`src/rtl/mux16_rr_arbiter.sv`:
```
// Round-robin arbiter that owns the select of a shared 16:1 mux.
// One grantee at a time; ownership ends on release, withdrawal, or hold timeout.
module mux16_rr_arbiter #(
    parameter int unsigned MAX_HOLD = 16
) (
    input  logic        clk,
    input  logic        rst,
    input  logic [15:0] req,
    input  logic        release_grant,
    output logic [3:0]  sel,
    output logic [15:0] grant,
    output logic        busy,
    output logic        timeout
);

    typedef enum logic [0:0] {StIdle, StOwned} state_e;

    localparam logic [7:0] CntLimit = 8'(MAX_HOLD - 1);

    state_e      state_q, state_d;
    logic [3:0]  ptr_q, ptr_d;
    logic [7:0]  cnt_q, cnt_d;
    logic [3:0]  sel_q, sel_d;
    logic [15:0] grant_q, grant_d;
    logic        busy_q, busy_d;
    logic        timeout_q, timeout_d;

    logic [31:0] req_dbl;
    logic [15:0] req_rot;
    logic [3:0]  win_off;
    logic [3:0]  winner;
    logic        any_req;
    logic        owner_done;
    logic        limit_hit;

    // Rotate requests so bit 0 is the pointer position; the lowest set bit wins.
    always_comb begin
        req_dbl = {req, req} >> ptr_q;
        req_rot = req_dbl[15:0];
        win_off = 4'd0;
        for (int k = 15; k >= 0; k--) begin
            if (req_rot[k]) begin
                win_off = 4'(k);
            end
        end
        winner  = ptr_q + win_off;
        any_req = |req;
    end

    // A withdrawn request counts as a release, which also suppresses the timeout pulse.
    assign owner_done = release_grant | ~req[sel_q];
    assign limit_hit  = (cnt_q == CntLimit);

    always_comb begin
        state_d   = state_q;
        ptr_d     = ptr_q;
        cnt_d     = cnt_q;
        sel_d     = sel_q;
        grant_d   = grant_q;
        busy_d    = busy_q;
        timeout_d = 1'b0;

        unique case (state_q)
            StIdle: begin
                grant_d = 16'h0000;
                busy_d  = 1'b0;
                if (any_req) begin
                    sel_d   = winner;
                    grant_d = 16'h0001 << winner;
                    busy_d  = 1'b1;
                    cnt_d   = 8'd0;
                    state_d = StOwned;
                end
            end
            StOwned: begin
                if (owner_done || limit_hit) begin
                    state_d   = StIdle;
                    grant_d   = 16'h0000;
                    busy_d    = 1'b0;
                    ptr_d     = sel_q + 4'd1;
                    timeout_d = ~owner_done;
                end else begin
                    cnt_d = cnt_q + 8'd1;
                end
            end
            default: begin
                state_d = StIdle;
            end
        endcase
    end

    always_ff @(posedge clk or posedge rst) begin
        if (rst) begin
            state_q   <= StIdle;
            ptr_q     <= 4'd0;
            cnt_q     <= 8'd0;
            sel_q     <= 4'd0;
            grant_q   <= 16'h0000;
            busy_q    <= 1'b0;
            timeout_q <= 1'b0;
        end else begin
            state_q   <= state_d;
            ptr_q     <= ptr_d;
            cnt_q     <= cnt_d;
            sel_q     <= sel_d;
            grant_q   <= grant_d;
            busy_q    <= busy_d;
            timeout_q <= timeout_d;
        end
    end

    assign sel     = sel_q;
    assign grant   = grant_q;
    assign busy    = busy_q;
    assign timeout = timeout_q;

endmodule

```
`config.mk`:
```
export PLATFORM = sky130hd
export DESIGN_NAME = mux16_rr_arbiter
export DESIGN_NICKNAME = d
export VERILOG_FILES = /design/src/rtl/mux16_rr_arbiter.sv
export SDC_FILE = /design/constraint.sdc
export NUM_CORES = 1
export LEC_CHECK = 0
export BUFFER_PORTS_ARGS = -buffer_cell sky130_fd_sc_hd__buf_2
export CAP_MARGIN = 10
export CORE_MARGIN = 1
export CORE_UTILIZATION = 56
export DETAILED_ROUTE_END_ITERATION = 8
export PLACE_DENSITY = 0.78
export SYNTH_ARGS = -nofsm -noshare
export SYNTH_HDL_FRONTEND = slang
export SYNTH_SLANG_ARGS = --single-unit
```
`constraint.sdc`:
```
create_clock -name clk -period 4.9 [get_ports clk]
set_input_delay 0.98 -clock clk [delete_from_list [all_inputs] [get_ports clk]]
set_output_delay 0.98 -clock clk [all_outputs]
set_load 0.01 [all_outputs]
```
Word-level counts from Yosys, hierarchy flattened
Cells that the tools add are included.
{ "totals": {"ff_bits": 35, "elab_cells": 57, "inputBits": 19, "out_inout_bits": 22} }
{ "classes": {"n_mux": 31, "n_shift": 2, "addsub": 3, "order_cmp": 1, "n_bitwise": 4, "n_eq_ne": 4, "n_reduce_logical": 5} }
{ "op_table": {"columns": ["op", "n"], "rows": [
  ["$mux W4", 16],
  ["$mux W16", 2],
  ["$pmux W16 S2", 1],
  ["$shr A32 B4 Y16", 1],
  ["$mux W8", 2],
  ["$pmux W8 S2", 1],
  ["$reduce_or A16 Y1", 1],
  ["$shl A1 B4 Y16 const A", 1],
  ["$add A8 B1 Y8 const B", 1],
  ["$eq A8 B4 Y1 const B", 1],
  ["$mux W1", 6],
  ["$reduce_and A2 Y1", 3],
  ["$lt A4 B5 Y1 const B", 1],
  ["$add A4 B1 Y4 const B", 1],
  ["$add A4 B4 Y4", 1],
  ["$bmux W1 S4", 1],
  ["$ne A2 B2 Y1 const B", 2],
  ["$pmux W1 S2", 2],
  ["$not A1 Y1", 3],
  ["$ne A2 B1 Y1 const B", 1],
  ["$logic_or A1 B1 Y1", 1],
  ["$or A1 B1 Y1", 1]
]} }

Depth between registers and ports, before layout
Gate-level depths: netlist (run 1).
{ "logic_depth": {"depth_word": 21, "ltp_mapped": 18, "mapped_depth_nobuf": 15} }

Worst setup path after synthesis (run 1)
No wires, ideal clock.
{ "synth_timing": {"kind": "input -> register", "start": "input req[12]", "end": "register grant_q[6] (netlist: grant[6])", "t_required_ps": 4805, "slack_ps": 809, "stages": 12, "arrival_time_ps": 3995, "setup_time_ps": 95, "path_cell_list": "mux4_2 > mux2_2 > o211a_1 > o2111a_1 > o311a_1 > ha_1 > a21o_1 > a21oi_1 > xnor2_1 > and3_1 > mux2i_1 > o31ai_1"} }
{ "synth_between": {"elab_chain_cells": 21, "word_cells_on_any_way": 28, "cone_classes": "1 x add/sub; 1 x eq/ne; 2 x shift; 20 x mux; 2 x bitwise; 2 x reduce/logical"} }
{ "synth_rtl": {"columns": ["item", "line", "text"], "rows": [
  ["start, declared", "8", "input logic [15:0] req,"],
  ["$shr A32 B4 Y16", "38", "req_dbl = {req, req} >> ptr_q;"],
  ["$mux W4 (16 in a row)", "42", "if (req_rot[k]) begin"],
  ["$add A4 B4 Y4", "46", "winner = ptr_q + win_off;"],
  ["$shl A1 B4 Y16", "69", "grant_d = 16'h0001 << winner;"],
  ["$mux W16", "67", "if (any_req) begin"],
  ["$pmux W16 S2", "63", "unique case (state_q)"],
  ["end signal, assigned", "106", "grant_q <= grant_d;"],
  ["end, declared", "24", "logic [15:0] grant_q, grant_d;"]
]} }
Parallel ways exist; a longest one is shown, timed or not. The select of a mux whose other input is x is not followed.
A chain may end at the register's enable or synchronous reset.

Worst setup path in the final report (run 1)
{ "layout_timing": {"start": "register ptr_q[1]", "end": "register grant_q[6] (netlist: grant[6])"} }
{ "layout_between": {"elab_chain_cells": 21} }
{ "layout_rtl": {"columns": ["item", "line", "text"], "rows": [
  ["start, declared", "21", "logic [3:0] ptr_q, ptr_d;"],
  ["start signal, assigned", "103", "ptr_q <= ptr_d;"],
  ["$shr A32 B4 Y16", "38", null],
  ["$mux W4 (16 in a row)", "42", null],
  ["$add A4 B4 Y4 *", "46", null],
  ["$shl A1 B4 Y16 *", "69", null],
  ["$mux W16 *", "67", null],
  ["$pmux W16 S2 *", "63", null]
]} }
Every way passes the cells marked *; elsewhere a longest branch is shown, timed or not.

==> impl_metrics.csv, run 1 <==
group,metric,value,unit
outcome,outcome,"complete, no violations",
critical_path,cp.arrival,4.81,ns
synthesis,syn_nets,316,
placed_design,dp_hpwl,5370,µm
route,drtAntennaViolNets,0,
floorplan,row_count,26,
final_layout,finalNetCount,353,
final_layout,multiInputGateArea,2010,µm²
floorplan,die-area,5700,µm²
timing,hold_violations,0,
global_route,grt_max_degree,36,
placed_design,gp_congestion,0.871,
floorplan,start_util,58.8,%
synthesis,yosysUniqueCellTypes,59,
pwr,power.leakage,1.51,nW
clock_network,numCtsBuffers,5,
hold_path,hp-class,"flop to flop",
route,dr.pass1.iters,7,
placed_design,dpl.cell_count,391,
route,viasPerCell,6.53,
final_layout,antenna_cells,0,
critical_path,end_kind,"flop",
pwr,p_sw,1.30,mW
timing,skew,0.0107,ns
final_layout,drive_gt1_share,32.2,%
job,cap_violations,0,
clock_network,cts_setup_buffers,0,
floorplan,coreArea,5140,µm²
timing,max_freq,216,MHz
critical_path,worst-setup-path-type,"flop to flop",
clock_network,htree_levels,2,
synthesis,synth_edf_count,0,
route,num_vias,2604,
clock_network,cts-resized-gates,0,
timing,max-slew-margin-rel,54.2,%
global_route,grt_pass1_wl,11900,µm
synthesis,synth_top_flop_cell,"dfrtp_1",
synthesis,yosysSeqAreaShare,29.0,%
placed_design,io_buffers,40,
pwr,power_density,775,nW/µm²
final_layout,final_area,3360,µm²
clock_network,insertion_delay,0.29,ns
pwr,switching_share,49.9,%
pwr,p_int,1.30,mW
floorplan,ioPinCount,41,
clock_network,clock_sinks,35,
timing,finalHoldWorstSlack,0.479,ns
pwr,power_frac_clock,7.6,%
timing,final.setup.tns,0,ns
final_layout,area_growth,11.0,%
critical_path,ff2ff_setup_slack,0.28,ns
synthesis,syn_area,3020,µm²
clock_network,clk_pin_slew,0.07,ns
timing,fin_crit_sh,94.3,%
final_layout,regArea,876,µm²
synthesis,ys_seq_elements,35,
pwr,p_comb_share,72.1,%
critical_path,cp-start-kind,"flop",
pwr,vdd_drop_max,0.345,mV
clock_network,cts_tree,"built",
timing,setup_viol,0,
final_layout,fill_cells,460,
global_route,grt_util_all_layers,27.5,%
final_layout,layout_commonest_cell,"buf_2",
synthesis,synthCells,291,
synthesis,synthArstFlopShare,100,%
clock_network,ctsHoldBuffers,0,
critical_path,required,5.09,ns
global_route,grt_pass1_vias,2456,
timing,period_needed,4.62,ns
route,drt_wl_total,7160,µm
synthesis,yosysWarnings,0,
global_route,antenna_found_initial,0,
synthesis,syn_area_per_cell,10.4,µm²
clock_network,cts-root-buf,"clkbuf_8",
route,wl_per_cell,17.9,µm
clock_network,clockBufferDepth,2,
floorplan,die_w,75.5,µm
route,drt_iter0_drc,289,
route,drc_errors,0,
timing,rsz0062_at_grt,"no",
final_layout,layoutNonFillerInstCount,399,
global_route,grt-ovfl-total,0,
final_layout,layout_common_cells,"40 x buf_2, 35 x dfrtp_1, 27 x nand2_1, 22 x mux4_2, 21 x nor2_1",
timing,drv_slew,0,
floorplan,chipHeight,75.5,µm
pwr,sequentialPowerShare,20.3,%
placed_design,placed_area,3280,µm²
timing,tightest_slew,0.682,ns
critical_path,cp_max_fo,12,
-- final timing paths --
kind	from	cells past startpoint	end
max	ptr_q[1]	16	grant[6]
min	busy	1	busy
min reg2reg	busy	1	busy
max reg2reg	ptr_q[1]	16	grant[6]
min in group asynchronous	rst	3	sel[3]
max in group asynchronous	rst	3	cnt_q[3]
-- cell usage after synthesis, drive strengths merged (2+ instances only) --
cell type / n / share of area (%)
clkbuf: 9 / 1.1
nand2: 28 / 3.6
nand4: 5 / 1.2
a21oi: 9 / 1.6
nor3: 3 / 0.50
mux4: 22 / 16
a311oi: 2 / 0.58
a211o: 3 / 1.2
dfrtp: 35 / 29
o21ai: 15 / 2.5
a32o: 8 / 2.6
xor2: 6 / 2.4
nor2b: 6 / 1.2
a21o: 3 / 0.74
and2: 3 / 0.62
and3: 8 / 1.7
nor4: 4 / 0.83
a211oi: 3 / 0.74
nor2: 21 / 2.6
inv: 9 / 1.1
mux2i: 17 / 5.8
nand2b: 5 / 1.0
nand3: 5 / 0.83
o31ai: 4 / 0.99
o211ai: 3 / 0.74
mux2: 17 / 6.3
ha: 5 / 2.1
buf: 10 / 2.6
xnor2: 5 / 1.7
-- power groups by stage --
| stage | combinational [mW] | sequential, mW | clock, mW |
|---|---|---|---|
| floorplan | 1.54 | 0.445 | 0 |
| global placement | 1.80 | 0.530 | 0 |
| detailed placement | 1.85 | 0.534 | 0 |
| CTS | 1.86 | 0.528 | 0.203 |
| global route | 2.05 | 0.549 | 0.214 |
| finish | 1.88 | 0.529 | 0.199 |
-- layout make-up --
class / instances / share of cell area (%)
Clock buffer: 7 / 2.27
Inverter: 10 / 1.12
Sequential cell: 35 / 26.1
Clock inverter: 1 / 0.149
Tap cell: 70 / 2.61
Multi-Input combinational cell: 227 / 59.8
Timing Repair Buffer: 49 / 7.98
-- state kept, by name, indices dropped and copies added, names as in the netlist --
name     cells
grant       16
cnt_q        8
ptr_q        4
sel          4
busy         1
state_q      1
timeout      1
-- through the flow --
stage                     total power, mW  worst slack (ns)  utilization [%]
final                                2.60             0.281             65.3
after global routing                 2.81            0.0326             65.3
after CTS                            2.59             0.305             65.3
after detailed placement             2.38             0.291             63.7
after global placement               2.33             0.407             63.7
after floorplan                      1.98             0.809                -
-- layer usage --
layer / vias to the layer above / share of wire, % / routed length, µm / track usage [%]
met2: 102 / 50 / 3600 / 44.9
met5: - / 0 / 0 / 0
met1: 1300 / 42 / 3030 / 39.2
li1: 1189 / - / - / -
met3: 13 / 6.2 / 446 / 4.63
met4: 0 / 1.2 / 84 / 5.56
-- cell families after synthesis --
kind of cell	share of synthesized area, %
AO/OA/AOI/OAI	15.2
XOR/XNOR	4.05
adder cells (fa/ha/maj)	2.73
buffers and inverters	4.96
flip-flops	29.0
multiplexers	28.5
AND/OR/NAND/NOR	15.6
-- critical path: stages, from the launching register on --
cell and delay, ns:
dfrtp_1 0.76, buf_4 0.28, buf_4 0.16, mux4_2 0.57, mux2_2 0.31, nor3_1 0.26, o22ai_1 0.15, a211oi_1 0.24
or3_1 0.16, ha_1 0.16, inv_1 0.06, fa_1 0.39, xnor2_1 0.27, nand2_1 0.23, nor2_1 0.14, mux2i_1 0.16
o31ai_1 0.23
(Power assumes the default switching activity.)
==> run 2, diff against run 1 <==
--- a/config.mk
+++ b/config.mk
@@ -7,7 +7,7 @@
 export LEC_CHECK = 0
 export BUFFER_PORTS_ARGS = -buffer_cell sky130_fd_sc_hd__buf_2
 export CAP_MARGIN = 10
-export CORE_MARGIN = 1
+export CORE_MARGIN = 3
 export CORE_UTILIZATION = 56
 export DETAILED_ROUTE_END_ITERATION = 8
 export PLACE_DENSITY = 0.78
==> impl_metrics.csv, run 2 (synthesis results as in run 1) <==
group,metric,value,unit
final_layout,drive_gt1_share,32.0,%
global_route,grt_pass1_wl,11900,µm
placed_design,gp_congestion,0.895,
final_layout,fill_cells,437,
hold_path,hold_path_startpoint,"busy",
critical_path,regToRegStartpoint,"ptr_q[1]",
clock_network,ctsHoldBuffers,0,
route,drt_wl_total,6990,µm
pwr,power_frac_clock,7.5,%
pwr,vdd_drop_max,0.378,mV
global_route,grt_max_degree,36,
hold_path,min_to,"busy",
final_layout,antenna_cells,0,
clock_network,insertion_delay,0.28,ns
critical_path,ff2ff_setup_slack,0.68,ns
floorplan,die-area,6320,µm²
clock_network,htree_levels,2,
route,drtAntennaViolNets,0,
pwr,power.leakage,1.50,nW
global_route,antenna_found_initial,0,
global_route,grt-ovfl-total,0,
global_route,grt_util_all_layers,23.6,%
pwr,p_sw,1.28,mW
critical_path,cp_max_fo,7,
outcome,outcome,"complete, no violations",
route,num_vias,2578,
route,wl_per_cell,17.6,µm
timing,setup_viol,0,
route,viasPerCell,6.48,
clock_network,clockBufferDepth,2,
clock_network,numCtsBuffers,5,
placed_design,dp_hpwl,5300,µm
final_layout,finalNetCount,352,
floorplan,row_count,26,
clock_network,clk_pin_slew,0.07,ns
final_layout,post-route-util,64.8,%
pwr,sequentialPowerShare,19.6,%
pwr,p_comb_share,72.9,%
hold_path,hp-class,"flop to flop",
floorplan,start_util,58.5,%
critical_path,r2r_cells,15,
timing,tightest_slew,0.704,ns
timing,rsz0062_at_grt,"no",
timing,hold_violations,0,
clock_network,cts_setup_buffers,0,
pwr,power_density,771,nW/µm²
clock_network,cts-resized-gates,0,
timing,drv_slew,0,
job,cap_violations,0,
floorplan,die_w,79.5,µm
hold_path,min_path_cells,1,
critical_path,reg2reg_to,"grant[6]",
floorplan,ioPinCount,41,
global_route,grt_pass1_vias,2433,
placed_design,io_buffers,40,
final_layout,layout_common_cells,"40 x buf_2, 35 x dfrtp_1, 27 x nand2_1, 22 x mux4_2, 21 x nor2_1",
floorplan,coreArea,5170,µm²
timing,max-slew-margin-rel,52.7,%
final_layout,largest_reg_flops,16,
clock_network,clock_sinks,35,
timing,period_needed,4.27,ns
critical_path,cp.arrival,4.46,ns
route,dr.pass1.iters,5,
pwr,switching_share,49.7,%
pwr,p_int,1.30,mW
timing,max_freq,234,MHz
floorplan,chipHeight,79.5,µm
route,drc_errors,0,
critical_path,cp-start-kind,"primary input",
critical_path,required,5.09,ns
timing,fin_crit_sh,87.1,%
timing,skew,0.00570,ns
clock_network,cts-root-buf,"clkbuf_8",
clock_network,cts_tree,"built",
route,drt_iter0_drc,214,
timing,final.setup.tns,0,ns
final_layout,area_growth,10.8,%
final_layout,layout_commonest_cell,"buf_2",
critical_path,worst-setup-path-type,"primary input to flop",
critical_path,end_kind,"flop",
## run 2: area by class of cell
cell class / instances / area [µm²] / share of cell area [%]
clock buffer: 7 / 76.3 / 2.28
clock inverter: 1 / 5.00 / 0.149
inverter: 10 / 37.5 / 1.12
multi-input combinational: 227 / 2010 / 59.9
sequential: 35 / 876 / 26.1
tap: 70 / 87.6 / 2.61
timing repair buffer: 48 / 260 / 7.77
## run 2: per-layer routing
| metal | track usage, % | vias up | share of wire (%) |
|---|---|---|---|
| met5 | 0 | - | 0 |
| met4 | 5.15 | 0 | 1.2 |
| met3 | 3.72 | 10 | 7.0 |
| met2 | 38.0 | 116 | 49 |
| met1 | 33.7 | 1272 | 43 |
| li1 | - | 1180 | - |
## run 2: worst max-delay path, stage by stage
cell and delay, ns:
buf_2 0.14, mux2_2 0.29, mux2_2 0.29, mux4_2 0.50
o21ai_1 0.19, nand3_1 0.10, a311oi_1 0.28, or3_1 0.15
ha_1 0.15, inv_1 0.05, fa_1 0.38, xnor2_1 0.24
nand2_1 0.21, nor2_1 0.14, mux2i_1 0.15, o31ai_1 0.21
## run 2: how the worst max path moves through the flow
stage | cells past startpoint | slack, ns | end | start
3_5_place_dp | 13 | 0.37 | grant[4] | req[12]
3_3_place_gp | 16 | 0.44 | grant[5] | req[7]
6_report | 16 | 0.63 | grant[6] | req[7]
4_1_cts | 16 | 0.65 | grant[6] | req[7]
2_1_floorplan | 12 | 0.81 | grant[6] | req[12]
5_1_grt | 15 | 0.36 | grant[6] | ptr_q[1]
## run 2: power by group through the flow
stage          combinational (mW)  clock, mW  sequential (mW)
2_1_floorplan                1.54          0            0.445
3_3_place_gp                 1.83          0            0.507
3_5_place_dp                 1.87          0            0.511
4_1_cts                      1.87      0.200            0.505
5_1_grt                      2.06      0.215            0.521
6_report                     1.88      0.194            0.505
## run 2: stage by stage
stage               setup slack, ns  total power, mW  hold WS (ns)  instance area, µm²  cells
floorplan                     0.809             1.98         0.496                3020    291
global placement              0.440             2.33         0.461                3270    390
detailed placement            0.367             2.38         0.460                3270    390
CTS                           0.655             2.58         0.475                3350    398
global route                  0.356             2.80         0.508                3350    398
finish                        0.632             2.58         0.473                3350    398
==> run 3, diff against run 2 <==
--- a/config.mk
+++ b/config.mk
@@ -5,6 +5,7 @@
 export SDC_FILE = /design/constraint.sdc
 export NUM_CORES = 1
 export LEC_CHECK = 0
+export ABC_AREA = 1
 export BUFFER_PORTS_ARGS = -buffer_cell sky130_fd_sc_hd__buf_2
 export CAP_MARGIN = 10
 export CORE_MARGIN = 3
==> impl_metrics.csv, run 3 <==
group,metric,value,unit
synthesis,synth_most_common_cell,"nand2_1",
final_layout,layout_common_cells,"101 x nand2_1, 70 x nand3_1, 40 x buf_2, 35 x dfrtp_1, 33 x inv_1",
final_layout,layoutNonFillerInstCount,506,
timing,max_freq,262,MHz
timing,final.setup.tns,0,ns
hold_path,hp-class,"flop to flop",
global_route,grt_pass1_wl,11600,µm
floorplan,chipHeight,77.3,µm
clock_network,numCtsBuffers,5,
final_layout,area_growth,9.33,%
clock_network,cts_setup_buffers,0,
synthesis,synth_top_flop_cell,"dfrtp_1",
route,drc_errors,0,
global_route,antenna_found_initial,0,
synthesis,synth_top_area_share,30.8,%
critical_path,crit_top_cell,"nand2_1",
critical_path,end_kind,"flop",
timing,drv_slew,0,
clock_network,cts_tree,"built",
global_route,grt_pass1_vias,2662,
placed_design,io_buffers,40,
route,drtAntennaViolNets,0,
floorplan,row_count,25,
clock_network,ctsHoldBuffers,0,
critical_path,ff2ff_setup_slack,1.09,ns
final_layout,finalNetCount,463,
route,wl_per_cell,13.9,µm
route,drt_wl_total,7020,µm
timing,setup_viol,0,
timing,max-slew-margin-rel,47.5,%
outcome,outcome,"complete, no violations",
critical_path,crit_path_end,"grant[7]",
pwr,power_density,793,nW/µm²
critical_path,crit_start,"ptr_q[1]",
placed_design,dp_hpwl,5310,µm
pwr,finalPower,2.46,mW
final_layout,antenna_cells,0,
timing,rsz0062_at_grt,"no",
critical_path,worst-setup-path-type,"flop to flop",
timing,fin_crit_sh,77.9,%
floorplan,coreArea,4820,µm²
timing,skew,0.0106,ns
timing,finalHoldWorstSlack,0.487,ns
floorplan,die-area,5970,µm²
critical_path,r2r_cells,27,
synthesis,yosysSeqAreaShare,30.8,%
critical_path,cp_max_fo,18,
clock_network,cts-root-buf,"clkbuf_8",
synthesis,yosysUniqueCellTypes,40,
clock_network,insertion_delay,0.29,ns
pwr,vdd_drop_max,0.410,mV
timing,hold_violations,0,
synthesis,synth_edf_count,0,
clock_network,clockBufferDepth,2,
timing,tightest_slew,0.788,ns
placed_design,dpl.cell_count,498,
timing,period_needed,3.81,ns
pwr,power.leakage,1.61,nW
critical_path,reg2reg_to,"grant[7]",
critical_path,cp.arrival,3.99,ns
synthesis,syn_area_per_cell,7.00,µm²
clock_network,cts-resized-gates,0,
final_layout,layout_commonest_cell,"nand2_1",
final_layout,largest_reg_flops,16,
critical_path,cp-start-kind,"flop",
critical_path,required,5.08,ns
route,drt_iter0_drc,325,
synthesis,syn_area,2840,µm²
route,num_vias,2876,
route,viasPerCell,5.68,
global_route,grt_util_all_layers,23.5,%
global_route,grt-ovfl-total,0,
global_route,grt_max_degree,36,
synthesis,ys_seq_elements,35,
clock_network,htree_levels,2,
synthesis,synthArstFlopShare,100,%
synthesis,yosys.area.top_type,"dfrtp_1",
critical_path,regToRegStartpoint,"ptr_q[1]",
synthesis,synth_area_leaders,"dfrtp_1 31%, nand2_1 13%, nand3_1 12%, a22o_1 5.2%, inv_1 4.4%",
synthesis,syn_nets,431,
route,dr.pass1.iters,5,
critical_path,critical-path-slowest-cell,"dfrtp_1",
clock_network,clock_sinks,35,
critical_path,cp_slowest_stage_delay,0.86,ns
floorplan,die_w,77.3,µm
floorplan,ioPinCount,41,
clock_network,clk_pin_slew,0.07,ns
job,cap_violations,0,
placed_design,gp_congestion,0.945,
synthesis,synth_common_cells,"101 x nand2_1, 70 x nand3_1, 35 x dfrtp_1",
synthesis,synthCells,406,
floorplan,start_util,59.0,%
synthesis,yosysWarnings,0,
final_layout,drive_gt1_share,20.0,%
## run 3: cell count changes in the layout (fill, tap and decap cells not counted), sizes merged, moves of 8 or more
cell,previous run,this run
nand2,28,114
nand3,5,81
inv,9,40
mux4,22,0
mux2,17,0
mux2i,17,0
o21ai,15,32
a22o,1,17
a32o,8,0
and3,8,0
## run 3: cell families (layout without fill, tap and decap cells)
| group | count (synthesis) | count (layout) | synth area share, % |
|---|---|---|---|
| buffers and inverters | 58 | 91 | 9.86 |
| flip-flops | 35 | 35 | 30.8 |
| AND/OR/NAND/NOR | 236 | 236 | 40.4 |
| AO/OA/AOI/OAI | 67 | 67 | 14.8 |
| adder cells (fa/ha/maj) | 6 | 6 | 2.90 |
| XOR/XNOR | 4 | 4 | 1.23 |
## run 3: worst min path at each step
stage,from,end,slack [ns],cells past startpoint
after floorplan,cnt_q[2],cnt_q[2],0.48,2
after global placement,busy,busy,0.45,2
after detailed placement,busy,busy,0.47,2
after CTS,busy,busy,0.49,2
after global routing,grant[11],grant[11],0.54,1
final,busy,busy,0.49,2
## run 3: critical path: cells and delay by family, from the launching register on
family          cells  cell delay [ns]
simple gates       20             1.39
flops               1             0.86
fa+ha+maj           2             0.75
buf+inv             3             0.36
compound gates      2             0.34
## run 3: routing by layer
layer	track usage, %	share of wire, %
met5	0	0
met4	9.07	2.5
met3	3.29	6.0
met2	39.8	47
met1	30.3	44
## run 3: final cells by class
class	instances	area (µm²)
Sequential cell	35	876
Timing Repair Buffer	42	215
Multi-Input combinational cell	313	1690
Tap cell	67	83.8
Clock inverter	2	12.5
Inverter	41	161
Fill cell	450	1710
Clock buffer	6	72.6
## run 3: metrics by stage
step	setup WS, ns	area (µm²)	utilization [%]
3_3_place_gp	1.11	3020	62.8
6_report	1.09	3110	64.5
4_1_cts	1.13	3110	64.5
3_5_place_dp	1.03	3020	62.8
5_1_grt	0.638	3110	64.5
2_1_floorplan	1.54	2840	-
## run 3: where the power goes
group          internal, mW  leakage (nW)  switching (mW)
Sequential            0.374         0.469           0.151
Clock                0.0992        0.0412           0.102
Combinational         0.616          1.10            1.12
